File: src/rtl/draw_pair_sequencer.sv
// Restartable even/odd address-pair sequencer for the draw path.
// Issues LEN pairs {idx,0}/{idx,1} over valid/ready; abortable at any time.
module draw_pair_sequencer #(
   parameter int ADDR_W  = 14,
   parameter int MAX_LEN = 1024
) (
   input  logic              clk,
   input  logic              reset,
   input  logic              start,
   input  logic              abort,
   input  logic [ADDR_W-2:0] cfg_base,
   input  logic [ADDR_W-1:0] cfg_len,
   output logic [ADDR_W-1:0] addr_a,
   output logic [ADDR_W-1:0] addr_b,
   output logic              valid,
   input  logic              ready,
   output logic              busy,
   output logic              done,
   output logic [ADDR_W-1:0] pairs_done
);

   localparam int IW      = ADDR_W - 1;
   localparam int PAIRS   = 1 << IW;
   localparam int DEF_LEN = (MAX_LEN > PAIRS) ? PAIRS :
                            ((MAX_LEN < 1) ? 1 : MAX_LEN);

   localparam logic [ADDR_W-1:0] C_DEF  = ADDR_W'(DEF_LEN);
   localparam logic [ADDR_W-1:0] C_MAXP = ADDR_W'(PAIRS);
   localparam logic [ADDR_W-1:0] C_ONE  = ADDR_W'(1);

   typedef enum logic [1:0] {
      S_IDLE = 2'd0,
      S_RUN  = 2'd1,
      S_DONE = 2'd2
   } state_t;

   state_t            r_state;
   state_t            w_next;
   logic [IW-1:0]     r_idx;
   logic [ADDR_W-1:0] r_last;
   logic [ADDR_W-1:0] r_pairs_done;
   logic [ADDR_W-1:0] w_len_eff;
   logic              w_start_ok;
   logic              w_fire;
   logic              w_last;

   // Zero selects the default length; anything past the index space is clamped.
   always_comb begin
      w_len_eff = cfg_len;
      if (cfg_len == '0) begin
         w_len_eff = C_DEF;
      end else if (cfg_len > C_MAXP) begin
         w_len_eff = C_MAXP;
      end
   end

   assign w_start_ok = (r_state == S_IDLE) && start && !abort;
   assign w_fire     = (r_state == S_RUN) && ready && !abort;
   assign w_last     = (r_pairs_done == r_last);

   always_ff @(posedge clk or negedge reset) begin
      if (!reset) begin
         r_state <= S_IDLE;
      end else begin
         r_state <= w_next;
      end
   end

   always_comb begin
      w_next = r_state;
      if (abort) begin
         w_next = S_IDLE;
      end else begin
         unique case (r_state)
            S_IDLE: if (start) w_next = S_RUN;
            S_RUN:  if (ready && w_last) w_next = S_DONE;
            S_DONE: w_next = S_IDLE;
            default: w_next = S_IDLE;
         endcase
      end
   end

   always_comb begin
      valid = 1'b0;
      busy  = 1'b0;
      done  = 1'b0;
      unique case (r_state)
         S_IDLE: ;
         S_RUN: begin
            valid = 1'b1;
            busy  = 1'b1;
         end
         S_DONE: begin
            busy = 1'b1;
            done = 1'b1;
         end
         default: ;
      endcase
   end

   // The final handshake leaves idx alone so the outputs keep the last pair.
   always_ff @(posedge clk or negedge reset) begin
      if (!reset) begin
         r_idx        <= '0;
         r_last       <= '0;
         r_pairs_done <= '0;
      end else if (w_start_ok) begin
         r_idx        <= cfg_base;
         r_last       <= w_len_eff - C_ONE;
         r_pairs_done <= '0;
      end else if (w_fire) begin
         r_pairs_done <= r_pairs_done + C_ONE;
         if (!w_last) begin
            r_idx <= r_idx + 1'b1;
         end
      end
   end

   assign addr_a     = {r_idx, 1'b0};
   assign addr_b     = {r_idx, 1'b1};
   assign pairs_done = r_pairs_done;

endmodule

File: config.mk
export PLATFORM = sky130hd
export DESIGN_NAME = draw_pair_sequencer
export DESIGN_NICKNAME = d
export VERILOG_FILES = /design/src/rtl/draw_pair_sequencer.sv
export SDC_FILE = /design/constraint.sdc
export NUM_CORES = 1
export LEC_CHECK = 0
export BUFFER_PORTS_ARGS = -buffer_cell sky130_fd_sc_hd__buf_2
export CAP_MARGIN = 20
export CORE_MARGIN = 4
export CORE_UTILIZATION = 55
export DETAILED_ROUTE_END_ITERATION = 6
export GPL_ROUTABILITY_DRIVEN = 1
export PLACE_DENSITY = 0.89
export SLEW_MARGIN = 10
export SYNTH_ARGS = -nofsm -noshare
export SYNTH_HDL_FRONTEND = slang
export SYNTH_SLANG_ARGS = --single-unit
export TNS_END_PERCENT = 1
File: constraint.sdc
create_clock -name clk -period 3.3 [get_ports clk]
set_input_delay 0.495 -clock clk [delete_from_list [all_inputs] [get_ports clk]]
set_output_delay 0.495 -clock clk [all_outputs]
set_load 0.05 [all_outputs]
Word-level counts from Yosys, hierarchy flattened
Index checks and enable logic that the tools add are counted.
{ "op_classes": {"n_addsub": 3, "n_lt_le_gt_ge": 1, "n_eq_ne": 6, "muxes": 14, "reduce_logical": 12} }
{ "op_table": {"columns": ["operator", "count"], "rows": [
  ["$mux W14", 4],
  ["$mux W13", 3],
  ["$add A14 B1 Y14 const B", 1],
  ["$eq A14 B14 Y1", 1],
  ["$gt A14 B14 Y1 const B", 1],
  ["$logic_not A14 Y1", 1],
  ["$sub A14 B1 Y14 const B", 1],
  ["$add A13 B1 Y13 const B", 1],
  ["$mux W2", 3],
  ["$logic_and A1 B1 Y1", 5],
  ["$pmux W2 S2", 1],
  ["$reduce_and A2 Y1", 2],
  ["$mux W1", 3],
  ["$ne A3 B2 Y1 const B", 1],
  ["$ne A3 B3 Y1 const B", 1],
  ["$eq A2 B1 Y1 const B", 1],
  ["$eq A2 B2 Y1 const B", 1],
  ["$logic_not A2 Y1", 1],
  ["$ne A2 B2 Y1 const B", 1],
  ["$reduce_bool A2 Y1", 1],
  ["$reduce_or A2 Y1", 1],
  ["$logic_not A1 Y1", 1]
]} }
{ "word_totals": {"reg_bits": 43, "in_bits": 32, "out_inout_bits": 45, "elab_cells": 40} }

Longest topological paths before layout
{ "depth": {"word_depth": 5, "depth_mapped": 9, "mapped_depth_nobuf": 8} }

Worst setup path before layout
OpenSTA, ideal clock, no wires.
{ "synth_timing": {"path_kind": "reg2reg", "startpoint": "reg r_state[1]", "endpoint": "reg r_pairs_done[12] (netlist: pairs_done[12])", "setup_ns": 0.132, "arrival_ns": 2.109, "required_time_ns": 3.168, "setup_slack_ns": 1.059, "path_stages_with_launch": 10, "n_path_buf": 1, "period_less_slack_ns": 2.241, "path_cell_list": "dfrtp_1 inv_1 ha_1 and3b_1 buf_2 nand2_1 or3_1 nor2_1 xnor2_1 nor2_1"} }
{ "synth_via": {"elab_chain_len": 4, "word_cells_on_any_way": 8, "cone_classes": "1 x eq/ne; 1 x mux; 6 x reduce/logical"} }
{ "synth_lines": {"columns": ["element", "line", "rtl"], "rows": [
  ["start, declared", "37", "state_t r_state;"],
  ["start signal, assigned", "65", "r_state <= w_next;"],
  ["$eq A2 B1 Y1 or $logic_not A2 Y1 (tied branches)", "58, 57", null],
  ["$logic_and A1 B1 Y1, on equally long branches (2 in a row)", "58, 57", null],
  ["$reduce_bool A2 Y1 (no line) or $mux W14 (tied branches)", null, null],
  ["end signal, assigned", "112", "r_pairs_done <= r_pairs_done + C_ONE;"],
  ["end, declared", "41", "logic [ADDR_W-1:0] r_pairs_done;"]
]} }
Parallel ways exist; a longest one is shown, timed or not.
A chain may end at the register's enable or synchronous reset.

Worst setup path after layout
{ "layout_timing": {"startpoint": "reg r_pairs_done[2] (netlist: pairs_done[2])", "endpoint": "reg r_idx[10]"} }
{ "layout_via": {"elab_chain_len": 3} }
{ "layout_lines": {"columns": ["element", "line", "rtl"], "rows": [
  ["$eq A14 B14 Y1", "59", "assign w_last = (r_pairs_done == r_last);"],
  ["$ne A2 B2 Y1 (no line)", null, null],
  ["$reduce_and A2 Y1 (no line)", null, null],
  ["end signal, assigned", "108", "r_idx <= cfg_base;"],
  ["end signal, assigned", "114", "r_idx <= r_idx + 1'b1;"],
  ["end, declared", "39", "logic [IW-1:0] r_idx;"]
]} }
No other way between the ends.

==> out/results.tsv <==
metric	value	unit
synth.lib_cells_used.distinct	44	
cts_repair_resize_count	0	
start_util	56.79	%
grt_pass1_vias	2133	
grt_remaining_overflow	0	
num_rows	25	
final_layout_size_suffix_gt1_share	25.83	%
quantity_of_hold_fixing_buffers_added_after_cts	0	
critical_path_class	flip-flop to flip-flop	
ys_async_sr_fraction	100.0	%
largest_family_of_logic_cells_by_synthesized_area	simple AND/OR/NAND/NOR gates	
drtPass1Iterations	4	
synth_adder_area_share	3.265	%
synthToLayoutAreaGrowth	15.53	%
count_of_boundary_i_o_pins	77	
synthSimpleGateAreaFrac	24.44	%
number_of_post_cts_setup_repair_buffers	0	
vias	2307	
placed_area	0.002995	mm^2
first_iter_violations	143	
cts_sinks	43	
cts-root-to-sink-buffers	2	
final.setup_skew	0.007702	ns
cts.root.buffer_cell	sky130_fd_sc_hd__clkbuf_8	
drv_slew	0	
tightest_slew	0.9103	ns
fin_worst_hold_slack	0.3156	ns
max_cap_check_violation_count	0	
yosys-mux-area-fraction	1.119	%
die_width	77.84	um
yosysWarnings	0	
finalCritPeriodShare	67.72	%
arrival	2.40	ns
synth_enable_flop_cells	0	
grt_setup_unrepaired	no	
hold_removal_path_class	input port to async pin	
fin_tns_setup	0	ns
timing.critical_path.required	3.47	ns
status	complete, no violations	
netlist_area_pre_place	0.002683	mm^2
pwr_density_cell	768.9	mW/mm^2
die_height	77.84	um
n_antenna_cell	0	
worst_skew_pair_latency	0.30	ns
vdd_ir_drop_max	490.9	uV
final_setup_violations	0	
clock_transition_at_the_registers_of_the_reported_paths	0.08	ns
wl_per_cell	14.05	um
number_of_antenna_violations_at_the_first_check_in_global_routing	0	
worst_slew_margin_rel	39.31	%
synth.net_count	340	
synth_ff_type	sky130_fd_sc_hd__dfrtp_1	
timing.fmax	447.5	MHz
placement.io_buffers	74	
post-route-cell-area	0.003099	mm^2
cts.htree.levels	2	
cts_buf_count	5	
finalNetCount	398	
dp.final_hpwl	4532	um
grt_first_pass_wirelength	9853	um
synth_cells	301	
static-leakage-power	1.386	nW
vias_per_cell	5.403	
die-area	0.006059	mm^2
final_period_minus_worst_setup_slack	2.235	ns
detail-route-antenna-nets	0	
detail_route.drc_violations	0	
ys_seq_area_share	40.11	%
pin_count_of_the_biggest_net_entering_global_routing	44	
syn_area_per_cell	8.912	um^2
drt_wl_total	5999	um
place.gp.congestion	0.8577	
global_route.usage.total	20.16	%
synth-compound-area-share	9.655	%
synth_xor_xnor_area_share	14.37	%
path_max_fanout	14	
clock_tree_from_tritoncts	yes	
critPathCaptureType	flip-flop	
finalHoldViolCount	0	
core_region_area	0.004723	mm^2
number_of_register_bits_inferred_by_synthesis	43	
start_kind	flip-flop	
## Yosys cell counts, types with 2 or more instances
library cell | n | share of area [%]
sky130_fd_sc_hd__a21oi_1 | 15 | 2.8
sky130_fd_sc_hd__a22o_1 | 2 | 0.65
sky130_fd_sc_hd__and2_1 | 2 | 0.47
sky130_fd_sc_hd__and3_1 | 2 | 0.47
sky130_fd_sc_hd__buf_4 | 16 | 4.5
sky130_fd_sc_hd__clkbuf_1 | 6 | 0.84
sky130_fd_sc_hd__conb_1 | 2 | 0.28
sky130_fd_sc_hd__dfrtp_1 | 43 | 40
sky130_fd_sc_hd__ha_1 | 7 | 3.3
sky130_fd_sc_hd__inv_1 | 8 | 1.1
sky130_fd_sc_hd__mux2i_1 | 3 | 1.1
sky130_fd_sc_hd__nand2_1 | 26 | 3.6
sky130_fd_sc_hd__nand2b_1 | 6 | 1.4
sky130_fd_sc_hd__nand3_1 | 6 | 1.1
sky130_fd_sc_hd__nand4_1 | 9 | 2.1
sky130_fd_sc_hd__nor2_1 | 47 | 6.6
sky130_fd_sc_hd__nor3_1 | 11 | 2.1
sky130_fd_sc_hd__nor3b_1 | 3 | 0.84
sky130_fd_sc_hd__nor4_1 | 2 | 0.47
sky130_fd_sc_hd__nor4b_1 | 2 | 0.65
sky130_fd_sc_hd__o21ai_0 | 17 | 3.2
sky130_fd_sc_hd__or3_1 | 2 | 0.47
sky130_fd_sc_hd__xnor2_1 | 37 | 12
sky130_fd_sc_hd__xor2_1 | 7 | 2.3
## final cells by class
cell class                      instances  area (um^2)
Fill cell                             376         1624
Timing Repair Buffer                   75        377.9
Inverter                                8        30.03
Multi-Input combinational cell        226         1428
Tap cell                               67        83.83
Sequential cell                        43         1076
Clock inverter                          1        7.507
Clock buffer                            7        96.34
## kinds of logic (layout without fill, tap and decap cells)
| group | Yosys count | in the layout |
|---|---|---|
| AOI/OAI and AO/OA | 43 | 43 |
| and+or+nand+nor | 127 | 127 |
| buffers and inverters | 32 | 91 |
| DFF | 43 | 43 |
| other | 2 | 2 |
| adders and majority gates | 7 | 7 |
| xor gates and xnor gates | 44 | 44 |
| muxes | 3 | 3 |
## state kept, by name (all words and copies together) (netlist names)
register / cells
r_idx: 13
r_state: 2
pairs_done: 14
r_last: 14
## where the power goes
group | switching, W | internal (W) | leakage (nW)
registers | 0.000160 | 0.000666 | 0.536
logic | 0.000869 | 0.000322 | 0.799
clock network | 0.000177 | 0.000190 | 0.0505
total | 0.00121 | 0.00118 | 1.39
## routing by layer
layer | vias to the layer above | part of all wire [%] | global-route usage [%]
li1 | 1122 | - | -
met1 | 1095 | 42 | 25.13
met2 | 78 | 50 | 33.99
met3 | 12 | 5.3 | 2.784
met4 | 0 | 2.2 | 10.14
met5 | - | 0 | 0
## layout by cell type, fill, tap and decap left out, types with 3 or more instances in the layout
master | Yosys | final
sky130_fd_sc_hd__a21oi_1 | 15 | 15
sky130_fd_sc_hd__nand4_1 | 9 | 9
sky130_fd_sc_hd__o21ai_0 | 17 | 17
sky130_fd_sc_hd__clkbuf_8 | 0 | 7
sky130_fd_sc_hd__nand2_1 | 26 | 26
sky130_fd_sc_hd__mux2i_1 | 3 | 3
sky130_fd_sc_hd__nor2_1 | 47 | 46
sky130_fd_sc_hd__nor3b_1 | 3 | 3
sky130_fd_sc_hd__xnor2_1 | 37 | 37
sky130_fd_sc_hd__ha_1 | 7 | 7
sky130_fd_sc_hd__nand2b_1 | 6 | 6
sky130_fd_sc_hd__nand3_1 | 6 | 6
sky130_fd_sc_hd__dfrtp_1 | 43 | 43
sky130_fd_sc_hd__xor2_1 | 7 | 7
sky130_fd_sc_hd__buf_2 | 1 | 74
sky130_fd_sc_hd__inv_1 | 8 | 8
sky130_fd_sc_hd__nor3_1 | 11 | 11
## critical path, stage by stage (launching register included)
cell and delay [ns]:
sky130_fd_sc_hd__dfrtp_1 0.47, sky130_fd_sc_hd__xnor2_1 0.23, sky130_fd_sc_hd__nand4_1 0.17, sky130_fd_sc_hd__nor4_4 0.73, sky130_fd_sc_hd__nor4b_1 0.20, sky130_fd_sc_hd__xnor2_1 0.21
sky130_fd_sc_hd__a21oi_1 0.09
## worst paths after layout
kind	end	from	slack [ns]	cells after the start
max in group asynchronous	r_last[7]$_DFFE_PN0P_	reset	2.40	1
min in group clk	r_idx[12]$_DFFE_PN0P_	cfg_base[12]	0.39	3
hold reg to reg	r_last[10]$_DFFE_PN0P_	r_last[10]$_DFFE_PN0P_	0.51	2
setup / recovery	r_idx[10]$_DFFE_PN0P_	pairs_done[2]$_DFFE_PN0P_	1.07	6
hold / removal	pairs_done[13]$_DFFE_PN0P_	reset	0.32	1
setup reg to reg	r_idx[10]$_DFFE_PN0P_	pairs_done[2]$_DFFE_PN0P_	1.07	6
## per-stage QoR
stage               power (W)  instances  util, %  setup WS, ns
global route         0.002504        427    65.62        0.9291
global placement     0.001992        419    63.42         1.190
CTS                  0.002388        427    65.62         1.059
finish               0.002383        427    65.62         1.065
floorplan            0.001834        301        -         1.059
detailed placement   0.002024        419    63.42         1.168
No activity file was read; power rests on OpenSTA's default activity.
